## config.mk

```make
export PLATFORM = sky130hd
export DESIGN_NAME = id_stage_p
export DESIGN_NICKNAME = d
export VERILOG_FILES = /design/src/rtl/id_pkg.sv /design/src/rtl/id_regfile.sv /design/src/rtl/id_stage_p.sv
export SDC_FILE = /design/constraint.sdc
export NUM_CORES = 2
export LEC_CHECK = 0
export ABC_AREA = 1
export ABC_CLOCK_PERIOD_IN_PS = 2590
export BUFFER_PORTS_ARGS = -buffer_cell sky130_fd_sc_hd__buf_2
export CAP_MARGIN = 20
export CORE_UTILIZATION = 63
export DETAILED_ROUTE_END_ITERATION = 7
export PLACE_DENSITY = 0.93
export SLEW_MARGIN = 20
export SYNTH_ARGS = -nofsm -noshare
export SYNTH_HDL_FRONTEND = slang
export SYNTH_SLANG_ARGS = --single-unit
```

## constraint.sdc

```tcl
create_clock -name clk -period 2.59 [get_ports clk]
set_clock_uncertainty 0.15 [all_clocks]
set_input_delay 0 -clock clk [delete_from_list [all_inputs] [get_ports clk]]
set_output_delay 0 -clock clk [all_outputs]
set_load 0.01 [all_outputs]
```

## src/rtl/id_pkg.sv

```systemverilog
// id_pkg: shared encodings, ALU control codes and control bundle for the decode stage.
package id_pkg;
  localparam logic [5:0] OP_R    = 6'b000000;
  localparam logic [5:0] OP_LW   = 6'b100011;
  localparam logic [5:0] OP_SW   = 6'b101011;
  localparam logic [5:0] OP_ADDI = 6'b001000;
  localparam logic [5:0] OP_BEQ  = 6'b000100;
  localparam logic [5:0] OP_BNE  = 6'b000101;
  localparam logic [5:0] OP_J    = 6'b000010;
  localparam logic [5:0] FN_ADD  = 6'b100000;
  localparam logic [5:0] FN_SUB  = 6'b100010;
  localparam logic [5:0] FN_DIV  = 6'b011010;
  localparam logic [5:0] FN_OR   = 6'b100101;
  localparam logic [5:0] FN_XOR  = 6'b100110;
  localparam logic [5:0] FN_AND  = 6'b100100;
  localparam logic [3:0] ALU_AND = 4'b0000;
  localparam logic [3:0] ALU_OR  = 4'b0001;
  localparam logic [3:0] ALU_ADD = 4'b0010;
  localparam logic [3:0] ALU_DIV = 4'b0101;
  localparam logic [3:0] ALU_SUB = 4'b0110;
  localparam logic [3:0] ALU_XOR = 4'b1111;
  typedef enum logic [2:0] {K_BAD, K_R, K_LW, K_SW, K_ADDI, K_BEQ, K_BNE, K_J} kind_e;
  typedef struct packed {
    logic       valid;
    logic [3:0] alu_ctrl;
    logic       alu_src;
    logic       memread;
    logic       memwrite;
    logic       memtoreg;
    logic       regwrite;
  } ctrl_t;
  localparam ctrl_t CTRL_NOP = '0;
  // returns {known, alu_ctrl}
  function automatic logic [4:0] funct_alu(input logic [5:0] f);
    return f == FN_ADD ? {1'b1, ALU_ADD} :
           f == FN_SUB ? {1'b1, ALU_SUB} :
           f == FN_DIV ? {1'b1, ALU_DIV} :
           f == FN_OR  ? {1'b1, ALU_OR}  :
           f == FN_XOR ? {1'b1, ALU_XOR} :
           f == FN_AND ? {1'b1, ALU_AND} : 5'b0;
  endfunction
endpackage

```

## src/rtl/id_regfile.sv

```systemverilog
// id_regfile: NREG x XLEN register file, two read ports, one write port with write-through.
module id_regfile #(
  parameter int XLEN = 32,
  parameter int NREG = 32,
  parameter int ZERO_REG = 1,
  localparam int RW = $clog2(NREG)
) (
  input  logic            clk,
  input  logic            rst_n,
  input  logic            i_we,
  input  logic [RW-1:0]   i_wa,
  input  logic [XLEN-1:0] i_wd,
  input  logic [RW-1:0]   i_ra1,
  input  logic [RW-1:0]   i_ra2,
  output logic [XLEN-1:0] o_rd1,
  output logic [XLEN-1:0] o_rd2
);
  logic [XLEN-1:0] r_mem [NREG];
  logic w_we;
  assign w_we = i_we && !(ZERO_REG != 0 && i_wa == '0);
  always_ff @(posedge clk or negedge rst_n)
    if (!rst_n)
      for (int i = 0; i < NREG; i++) r_mem[i] <= '0;
    else if (w_we)
      r_mem[i_wa] <= i_wd;
  assign o_rd1 = (w_we && i_wa == i_ra1) ? i_wd : r_mem[i_ra1];
  assign o_rd2 = (w_we && i_wa == i_ra2) ? i_wd : r_mem[i_ra2];
endmodule

```

## src/rtl/id_stage_p.sv

```systemverilog
// id_stage_p: decode stage with operand forwarding, load-use/branch hazard stalls,
// in-ID branch resolution and a registered ID/EX bundle.
module id_stage_p
  import id_pkg::*;
#(
  parameter int XLEN = 32,
  parameter int NREG = 32,
  parameter int ZERO_REG = 1,
  localparam int RW = $clog2(NREG)
) (
  input  logic            clk,
  input  logic            rst_n,
  input  logic            if_valid,
  input  logic [31:0]     if_instr,
  input  logic [XLEN-1:0] if_pc4,
  output logic            id_ready,
  input  logic            wb_we,
  input  logic [RW-1:0]   wb_reg,
  input  logic [XLEN-1:0] wb_data,
  input  logic            ex_memread,
  input  logic [RW-1:0]   ex_dest,
  input  logic            ex_regwrite,
  input  logic            mem_fwd_we,
  input  logic [RW-1:0]   mem_fwd_reg,
  input  logic [XLEN-1:0] mem_fwd_data,
  output logic            redirect,
  output logic [XLEN-1:0] redirect_pc,
  output logic            idex_valid,
  output logic [3:0]      idex_alu_ctrl,
  output logic            idex_alu_src,
  output logic            idex_memread,
  output logic            idex_memwrite,
  output logic            idex_memtoreg,
  output logic            idex_regwrite,
  output logic [RW-1:0]   idex_dest,
  output logic [XLEN-1:0] idex_rd1,
  output logic [XLEN-1:0] idex_rd2,
  output logic [XLEN-1:0] idex_imm,
  output logic            illegal
);
  logic [5:0] w_op, w_fn;
  logic [RW-1:0] w_rs, w_rt, w_rd;
  logic w_fn_ok, w_uses_rs, w_uses_rt, w_is_br, w_hit, w_stall, w_issue, w_taken;
  logic [3:0] w_fn_alu;
  kind_e w_kind;
  ctrl_t w_ctrl, r_ctrl;
  logic [XLEN-1:0] w_rf1, w_rf2, w_a, w_b, w_sext;
  logic [RW-1:0] r_dest;
  logic [XLEN-1:0] r_rd1, r_rd2, r_imm;
  logic r_illegal, r_br_ld;
  logic w_unused;
  assign w_op = if_instr[31:26];
  assign w_fn = if_instr[5:0];
  assign w_rs = if_instr[21 +: RW];
  assign w_rt = if_instr[16 +: RW];
  assign w_rd = if_instr[11 +: RW];
  assign w_unused = ^if_instr[25:6];
  assign {w_fn_ok, w_fn_alu} = funct_alu(w_fn);
  assign w_kind = w_op == OP_R    ? (w_fn_ok ? K_R : K_BAD) :
                  w_op == OP_LW   ? K_LW   :
                  w_op == OP_SW   ? K_SW   :
                  w_op == OP_ADDI ? K_ADDI :
                  w_op == OP_BEQ  ? K_BEQ  :
                  w_op == OP_BNE  ? K_BNE  :
                  w_op == OP_J    ? K_J    : K_BAD;
  assign w_is_br   = w_kind == K_BEQ || w_kind == K_BNE;
  assign w_uses_rs = w_kind != K_BAD && w_kind != K_J;
  assign w_uses_rt = w_kind == K_R || w_kind == K_SW || w_is_br;
  assign w_ctrl = '{
    valid:    w_kind inside {K_R, K_LW, K_SW, K_ADDI},
    alu_ctrl: w_kind == K_R ? w_fn_alu : ALU_ADD,
    alu_src:  w_kind inside {K_LW, K_SW, K_ADDI},
    memread:  w_kind == K_LW,
    memwrite: w_kind == K_SW,
    memtoreg: w_kind == K_LW,
    regwrite: w_kind inside {K_R, K_LW, K_ADDI}
  };
  id_regfile #(.XLEN(XLEN), .NREG(NREG), .ZERO_REG(ZERO_REG)) u_rf (
    .clk(clk), .rst_n(rst_n), .i_we(wb_we), .i_wa(wb_reg), .i_wd(wb_data),
    .i_ra1(w_rs), .i_ra2(w_rt), .o_rd1(w_rf1), .o_rd2(w_rf2)
  );
  // MEM forwarding beats the regfile path, which already covers WB write-through
  function automatic logic [XLEN-1:0] fwd(input logic [RW-1:0] r, input logic [XLEN-1:0] rf);
    return (ZERO_REG != 0 && r == '0) ? '0 :
           (mem_fwd_we && mem_fwd_reg == r) ? mem_fwd_data : rf;
  endfunction
  assign w_a = fwd(w_rs, w_rf1);
  assign w_b = fwd(w_rt, w_rf2);
  assign w_hit = ex_dest != '0 && ((w_uses_rs && ex_dest == w_rs) || (w_uses_rt && ex_dest == w_rt));
  // r_br_ld adds the second stall cycle while a load feeding a branch sits in MEM
  assign w_stall = if_valid && (r_br_ld || (w_hit && (ex_memread || (w_is_br && ex_regwrite))));
  assign id_ready = !w_stall;
  assign w_issue = if_valid && !w_stall && w_ctrl.valid;
  assign w_sext = {{(XLEN-16){if_instr[15]}}, if_instr[15:0]};
  assign w_taken = (w_kind == K_BEQ && w_a == w_b) || (w_kind == K_BNE && w_a != w_b);
  assign redirect = if_valid && !w_stall && (w_taken || w_kind == K_J);
  assign redirect_pc = w_kind == K_J ? {if_pc4[XLEN-1:28], if_instr[25:0], 2'b00} : if_pc4 + (w_sext << 2);
  always_ff @(posedge clk or negedge rst_n)
    if (!rst_n) begin
      r_ctrl <= CTRL_NOP;
      r_dest <= '0;
      r_rd1 <= '0;
      r_rd2 <= '0;
      r_imm <= '0;
      r_illegal <= 1'b0;
      r_br_ld <= 1'b0;
    end else begin
      r_ctrl <= w_issue ? w_ctrl : CTRL_NOP;
      r_dest <= w_issue ? (w_kind == K_R ? w_rd : w_rt) : '0;
      r_rd1 <= w_a;
      r_rd2 <= w_b;
      r_imm <= w_sext;
      r_illegal <= if_valid && w_kind == K_BAD && if_instr != '0;
      r_br_ld <= if_valid && w_is_br && ex_memread && w_hit;
    end
  assign idex_valid    = r_ctrl.valid;
  assign idex_alu_ctrl = r_ctrl.alu_ctrl;
  assign idex_alu_src  = r_ctrl.alu_src;
  assign idex_memread  = r_ctrl.memread;
  assign idex_memwrite = r_ctrl.memwrite;
  assign idex_memtoreg = r_ctrl.memtoreg;
  assign idex_regwrite = r_ctrl.regwrite;
  assign idex_dest     = r_dest;
  assign idex_rd1      = r_rd1;
  assign idex_rd2      = r_rd2;
  assign idex_imm      = r_imm;
  assign illegal       = r_illegal;
endmodule

```

==> results of run 1 <==
[synthesized netlist by cell type, types with 3 or more instances]
| cell | count |
|---|---|
| clkinv_1 | 6 |
| nor3_1 | 24 |
| buf_1 | 47 |
| buf_4 | 84 |
| o21ai_1 | 54 |
| a211oi_1 | 6 |
| a31oi_1 | 11 |
| nand3_1 | 1730 |
| a21boi_1 | 4 |
| xnor2_1 | 17 |
| or2_2 | 5 |
| xor2_1 | 8 |
| nor2_1 | 358 |
| ha_1 | 29 |
| buf_6 | 15 |
| a21oi_1 | 177 |
| o21a_1 | 3 |
| o211ai_1 | 6 |
| nor4_1 | 6 |
| clkbuf_1 | 415 |
| dfrtp_1 | 1120 |
| buf_2 | 246 |
| a21oi_2 | 4 |
| inv_1 | 280 |
| o22ai_1 | 13 |
| nor2_2 | 9 |
| o21bai_1 | 19 |
| nand2_1 | 3557 |
| o21ai_0 | 1030 |
| inv_2 | 27 |
| nand4_1 | 10 |
[through the flow]
step                      TNS, ns  area (um^2)  utilization [%]
after floorplan                 0        64200                -
after global placement      -1.04        71200             70.7
after detailed placement    -3.73        71200             70.7
after CTS                   -6.11        77000             76.6
[repair_timing]
item                                    4_1_cts
resized for setup                           132
pin swaps                                    39
endpoints found under the setup margin       11
endpoints found under the hold margin      2008
hold buffers                                136
setup buffers                                31
[logic make-up after synthesis]
logic type	count (synthesis)	share of synthesized area [%]
compound gates	1338	10.7
buf+inv	1120	7.69
fa+ha+maj	30	0.596
xor+xnor	26	0.366
simple gates	5707	37.0
flops	1120	43.7
[per-layer routing]
| layer | global-route usage (%) | GRT overflow |
|---|---|---|
| met1 | 71.5 | 54 |
| met2 | 83.9 | 165 |
| met3 | 68.0 | 60 |
| met4 | 65.7 | 98 |
| met5 | 50.8 | 4 |
==> summary.md, run 1 <==
| Metric | Value |
|---|---|
| Post-synth EDFFs | `0` |
| Syn. warnings | `0` |
| H-tree lvl count | `3` |
| Num CTS Buffers | `111` |
| Post-synth top area cell | `dfrtp_1` |
| Clock buffer depth | `3` |
| FF+latch count, synth | `1120` |
| Outcome | `aborted with a tool error` |
| PortBufs | `295` |
| Clk sink count | `1120` |
| Post-synthesis cell count | `9341` |
| CTS Root Cell | `clkbuf_16` |
| Halt Stage | `global routing (5_1_grt)` |
| # rows | `116` |
| Top cells by area, synth | `dfrtp_1 (44%), nand2_1 (21%), nand3_1 (13%)` |
| Syn avg cell area | `6.87 um^2` |
| Dpl cells | `10900` |
| Register area share after synthesis | `43.7%` |
| Post-DP HPWL | `165 mm` |
| Overall die height | `321 um` |
| Die width | `321 um` |
| Library cells used by synthesis | `48` |
| GRT Resource Usage Total | `72.9%` |
| Asr flop ratio synth | `100%` |
| Syn nets | `9521` |
| Ports | `296` |
| Global placement routability congestion | `1.08` |
| Share of the synthesized area in the top cell type | `43.7%` |
| First-pass GRT wire length | `564 mm` |
| Starting Density | `63.8%` |
| Cell Area, Synth | `64200 um^2` |
| Synth Flop Type | `dfrtp_1` |
| GR Overflow Total | `381` |
| Number of global-route vias before repair | `89300` |
| Stop err | `[ERROR GRT-0116] Global routing finished with congestion. Check the congestion regions in the DRC Viewer.` |
| Largest net degree at the start of global routing | `113` |
| Pre-CTS WS | `-0.560 ns` |
==> inputs of run 2 (changes only) <==
--- a/config.mk
+++ b/config.mk
@@ -9,9 +9,9 @@
 export ABC_CLOCK_PERIOD_IN_PS = 2590
 export BUFFER_PORTS_ARGS = -buffer_cell sky130_fd_sc_hd__buf_2
 export CAP_MARGIN = 20
-export CORE_UTILIZATION = 63
+export CORE_UTILIZATION = 40
 export DETAILED_ROUTE_END_ITERATION = 7
-export PLACE_DENSITY = 0.93
+export PLACE_DENSITY_LB_ADDON = 0.15
 export SLEW_MARGIN = 20
 export SYNTH_ARGS = -nofsm -noshare
 export SYNTH_HDL_FRONTEND = slang
==> run 2 against run 1 <==
  * The flow now finishes, with violations (negative setup slack)
  * Area after synthesis is the same
  * Synthesized cell count is the same
==> summary.md, run 2 <==
| Metric | Value |
|---|---|
| Hold Fails Final Rpt | `0` |
| WL final | `295 mm` |
| Residual DRC | `0` |
| Largest delay share family, worst path | `simple AND/OR/NAND/NOR gates` |
| Top cell by count, worst path | `nand2_1` |
| Slew Limit Fails | `0` |
| Reg2reg start | `u_rf.r_mem[961]` |
| Post-Layout Cell Count | `12300` |
| Final worst path period need | `3.47 ns` |
| Outcome | `finished, violations left` |
| Highest-count cells in the layout ignoring fill and taps | `nand2_1 (3458), nand3_1 (1613), dfrtp_1 (1120)` |
| Failing checks | `negative setup slack` |
| First-pass GRT wire length | `434 mm` |
| Clock buffer depth | `3` |
| Largest net degree at the start of global routing | `101` |
| GR Overflow Total | `0` |
| Die width | `403 um` |
| Syn. warnings | `0` |
| Final WS setup | `-0.882 ns` |
| PwrDens | `687 nW/um^2` |
| Worst-margin pin slew | `0.951 ns` |
| Hold Slack | `0.0258 ns` |
| Initial DRT Pass Iterations | `6` |
| Post-synth top area cell | `dfrtp_1` |
| Asr flop ratio synth | `100%` |
| WHS Path Cells | `8` |
| Initial antenna violation count | `12` |
| Critical path class | `flip-flop to primary output` |
| Vias per inst | `5.74` |
| Final period utilization | `134%` |
| Worst path max stage delay | `0.38 ns` |
| Cell Area, Synth | `64200 um^2` |
| CP startpoint kind | `flip-flop` |
| Layout cells sized above 1 | `18.2%` |
| Overall die height | `403 um` |
| Reg-to-Reg End | `idex_rd2[1]` |
| Crit end category | `primary output` |
| Multi-input combinational cell area | `32800 um^2` |
| Final setup vio count | `27` |
| Max Cap Violations | `0` |
| Latest clock arrival within the worst-skew pair | `0.81 ns` |
| Ports | `296` |
| # rows | `146` |
| Sequential Area | `28000 um^2` |
| Post-synth EDFFs | `0` |
| Number of global-route vias before repair | `65400` |
| Max Clk Rate | `0.288 GHz` |
| Commonest cells post-synth | `nand2_1 (3557), nand3_1 (1730), dfrtp_1 (1120), o21ai_0 (1030), clkbuf_1 (415)` |
| R2R cell count | `18` |
| Total power | `56800 uW` |
| Dpl cells | `11900` |
| Top-count cell post-synth | `nand2_1` |
| GRT Resource Usage Total | `35.7%` |
| Top cells by area, synth | `dfrtp_1 (44%), nand2_1 (21%), nand3_1 (13%)` |
| Worst vdd ir | `0.548 mV` |
| Num CTS Buffers | `134` |
| Core ar. | `159000 um^2` |
| Buf/Inv on CP | `4` |
| Clock transition at path regs | `0.06 ns` |
| Post-DP HPWL | `191 mm` |
| TritonCTS clock tree | `built` |
| CP Data Required Time | `2.44 ns` |
| Synth Flop Type | `dfrtp_1` |
| Hold Path Class | `input pin to flip-flop` |
| Crit path max fanout | `3` |
| H-tree lvl count | `4` |
| Area Overhead vs Synth | `28.7%` |
| CP max-delay cell | `dfrtp_1` |
| CTS Root Cell | `clkbuf_16` |
| Post-synthesis cell count | `9341` |
| Starting Density | `40.4%` |
| Fillers | `15400` |
| WL per Instance | `24.0 um` |
| Slew Limit Headroom | `36.5%` |
| Antenna-violating nets left | `0` |
| DIE AREA | `162000 um^2` |
| Library cells used by synthesis | `48` |
| Syn nets | `9521` |
| CP arrival | `3.32 ns` |
| Hold Crit Endpoint | `idex_dest[4]` |
| Syn avg cell area | `6.87 um^2` |
| Commonest non-fill, non-tap cell in the layout | `nand2_1` |
| Clk sink count | `1120` |
| Initial drt markers | `9838` |
| RSZ-0062 raised after global routing | `yes` |
| Reg-to-reg setup timing slack | `0.13 ns` |
| Via count | `70700` |
| CP cell instances | `nand2_1 > nand3_1 > nand3_1 > nand2_1 > nand2_1 > nand3_1 > nand3_1 > nand2_1 > nand2_1 > buf_4 > inv_2 > nand2_1 > nand2_1 > nand2_1 > nor2_1 > nand2_1 > nor2_2 > nand3_1 > nand3_2 > nand2_4 > inv_2 > buf_6` |
| Hold Startpoint | `ex_dest[0]` |
| Lkg Pwr | `0.0401 uW` |
| Share of the synthesized area in the top cell type | `43.7%` |
| Max FFs per register | `1024` |
| Nets | `10300` |
| Global placement routability congestion | `0.981` |
| Largest reg by FF count | `u_rf.r_mem` |
| PortBufs | `295` |
| Register area share after synthesis | `43.7%` |
| FF+latch count, synth | `1120` |
## run 2: cell counts after synthesis
No cell type changed its count.
## run 2: how the worst max path moves through the flow
stage,depth (start not counted),endpoint,startpoint
global route,21,redirect,u_rf.r_mem[35]
finish,22,redirect,u_rf.r_mem[782]
detailed placement,24,redirect,if_instr[21]
global placement,25,redirect,if_instr[21]
floorplan,14,redirect_pc[22],if_instr[0]
CTS,24,redirect,u_rf.r_mem[898]
## run 2: layout make-up
cell class                      count  share of cell area, %
Timing Repair Buffer             1466                   16.3
Multi-Input combinational cell   7101                   39.7
Tap cell                         2072                   3.14
Clock inverter                     40                  0.550
Sequential cell                  1120                   33.9
Antenna cell                        4                 0.0121
Inverter                          313                   1.47
Clock buffer                      197                   4.86
## run 2: cell families (layout without fill, tap and decap cells)
| logic type | after synthesis | in the layout | synth area share, % |
|---|---|---|---|
| AND/OR/NAND/NOR | 5707 | 5707 | 37.0 |
| AO/OA/AOI/OAI | 1338 | 1338 | 10.7 |
| flip-flops | 1120 | 1120 | 43.7 |
| buffers and inverters | 1120 | 2016 | 7.69 |
| adder cells (fa/ha/maj) | 30 | 30 | 0.596 |
| XOR/XNOR | 26 | 26 | 0.366 |
| other | 0 | 4 | 0 |
## run 2: what timing repair did
action,4_1_cts,5_1_grt
gates resized for setup,199,172
buffers inserted,24,36
setup endpoints to repair,12,39
endpoints found under the hold margin,2085,10
gates cloned,0,2
pin swaps,76,104
hold buffers,166,10
## run 2: worst register-to-register path: stages (launching register included)
cell and delay, ns:
dfrtp_1 0.39, nand2_1 0.08, nand3_1 0.07, nand3_1 0.10, nand2_2 0.09, nand2_2 0.07
nand3_2 0.10, nand3_2 0.09, buf_6 0.15, nand2_8 0.08, nand2_4 0.07, inv_2 0.04
buf_4 0.12, buf_4 0.12, buf_4 0.12, buf_4 0.12, buf_4 0.12, buf_4 0.13
buf_4 0.14
## run 2: per-stage QoR
| stage | util (%) | setup WS, ns | setup TNS [ns] | area (um^2) |
|---|---|---|---|---|
| after CTS | 51.4 | -0.859 | -7.07 | 81700 |
| after global routing | 52.0 | -1.01 | -16.90 | 82600 |
| final | 52.0 | -0.882 | -11.49 | 82600 |
| after detailed placement | 47.0 | -0.795 | -6.20 | 74600 |
| after global placement | 47.0 | -0.880 | -5.42 | 74600 |
| after floorplan | - | 0.257 | 0 | 64200 |
## run 2: routing by layer
layer / track usage [%] / up-vias / part of all wire [%]
li1: - / 32100 / -
met1: 47.8 / 33700 / 40
met2: 54.5 / 4162 / 44
met3: 8.41 / 807 / 11
met4: 16.2 / 16 / 5.1
met5: 0 / - / 0.032
## run 2: where the power goes
group	switching, uW	leakage, uW	total [uW]	internal, uW
clock network	8080	0.00221	19500	11400
registers	2420	0.0143	23100	20700
logic	8110	0.0236	14200	6060
total	18600	0.0401	56800	38200
Note: power is estimated with default switching activity, not from simulation.
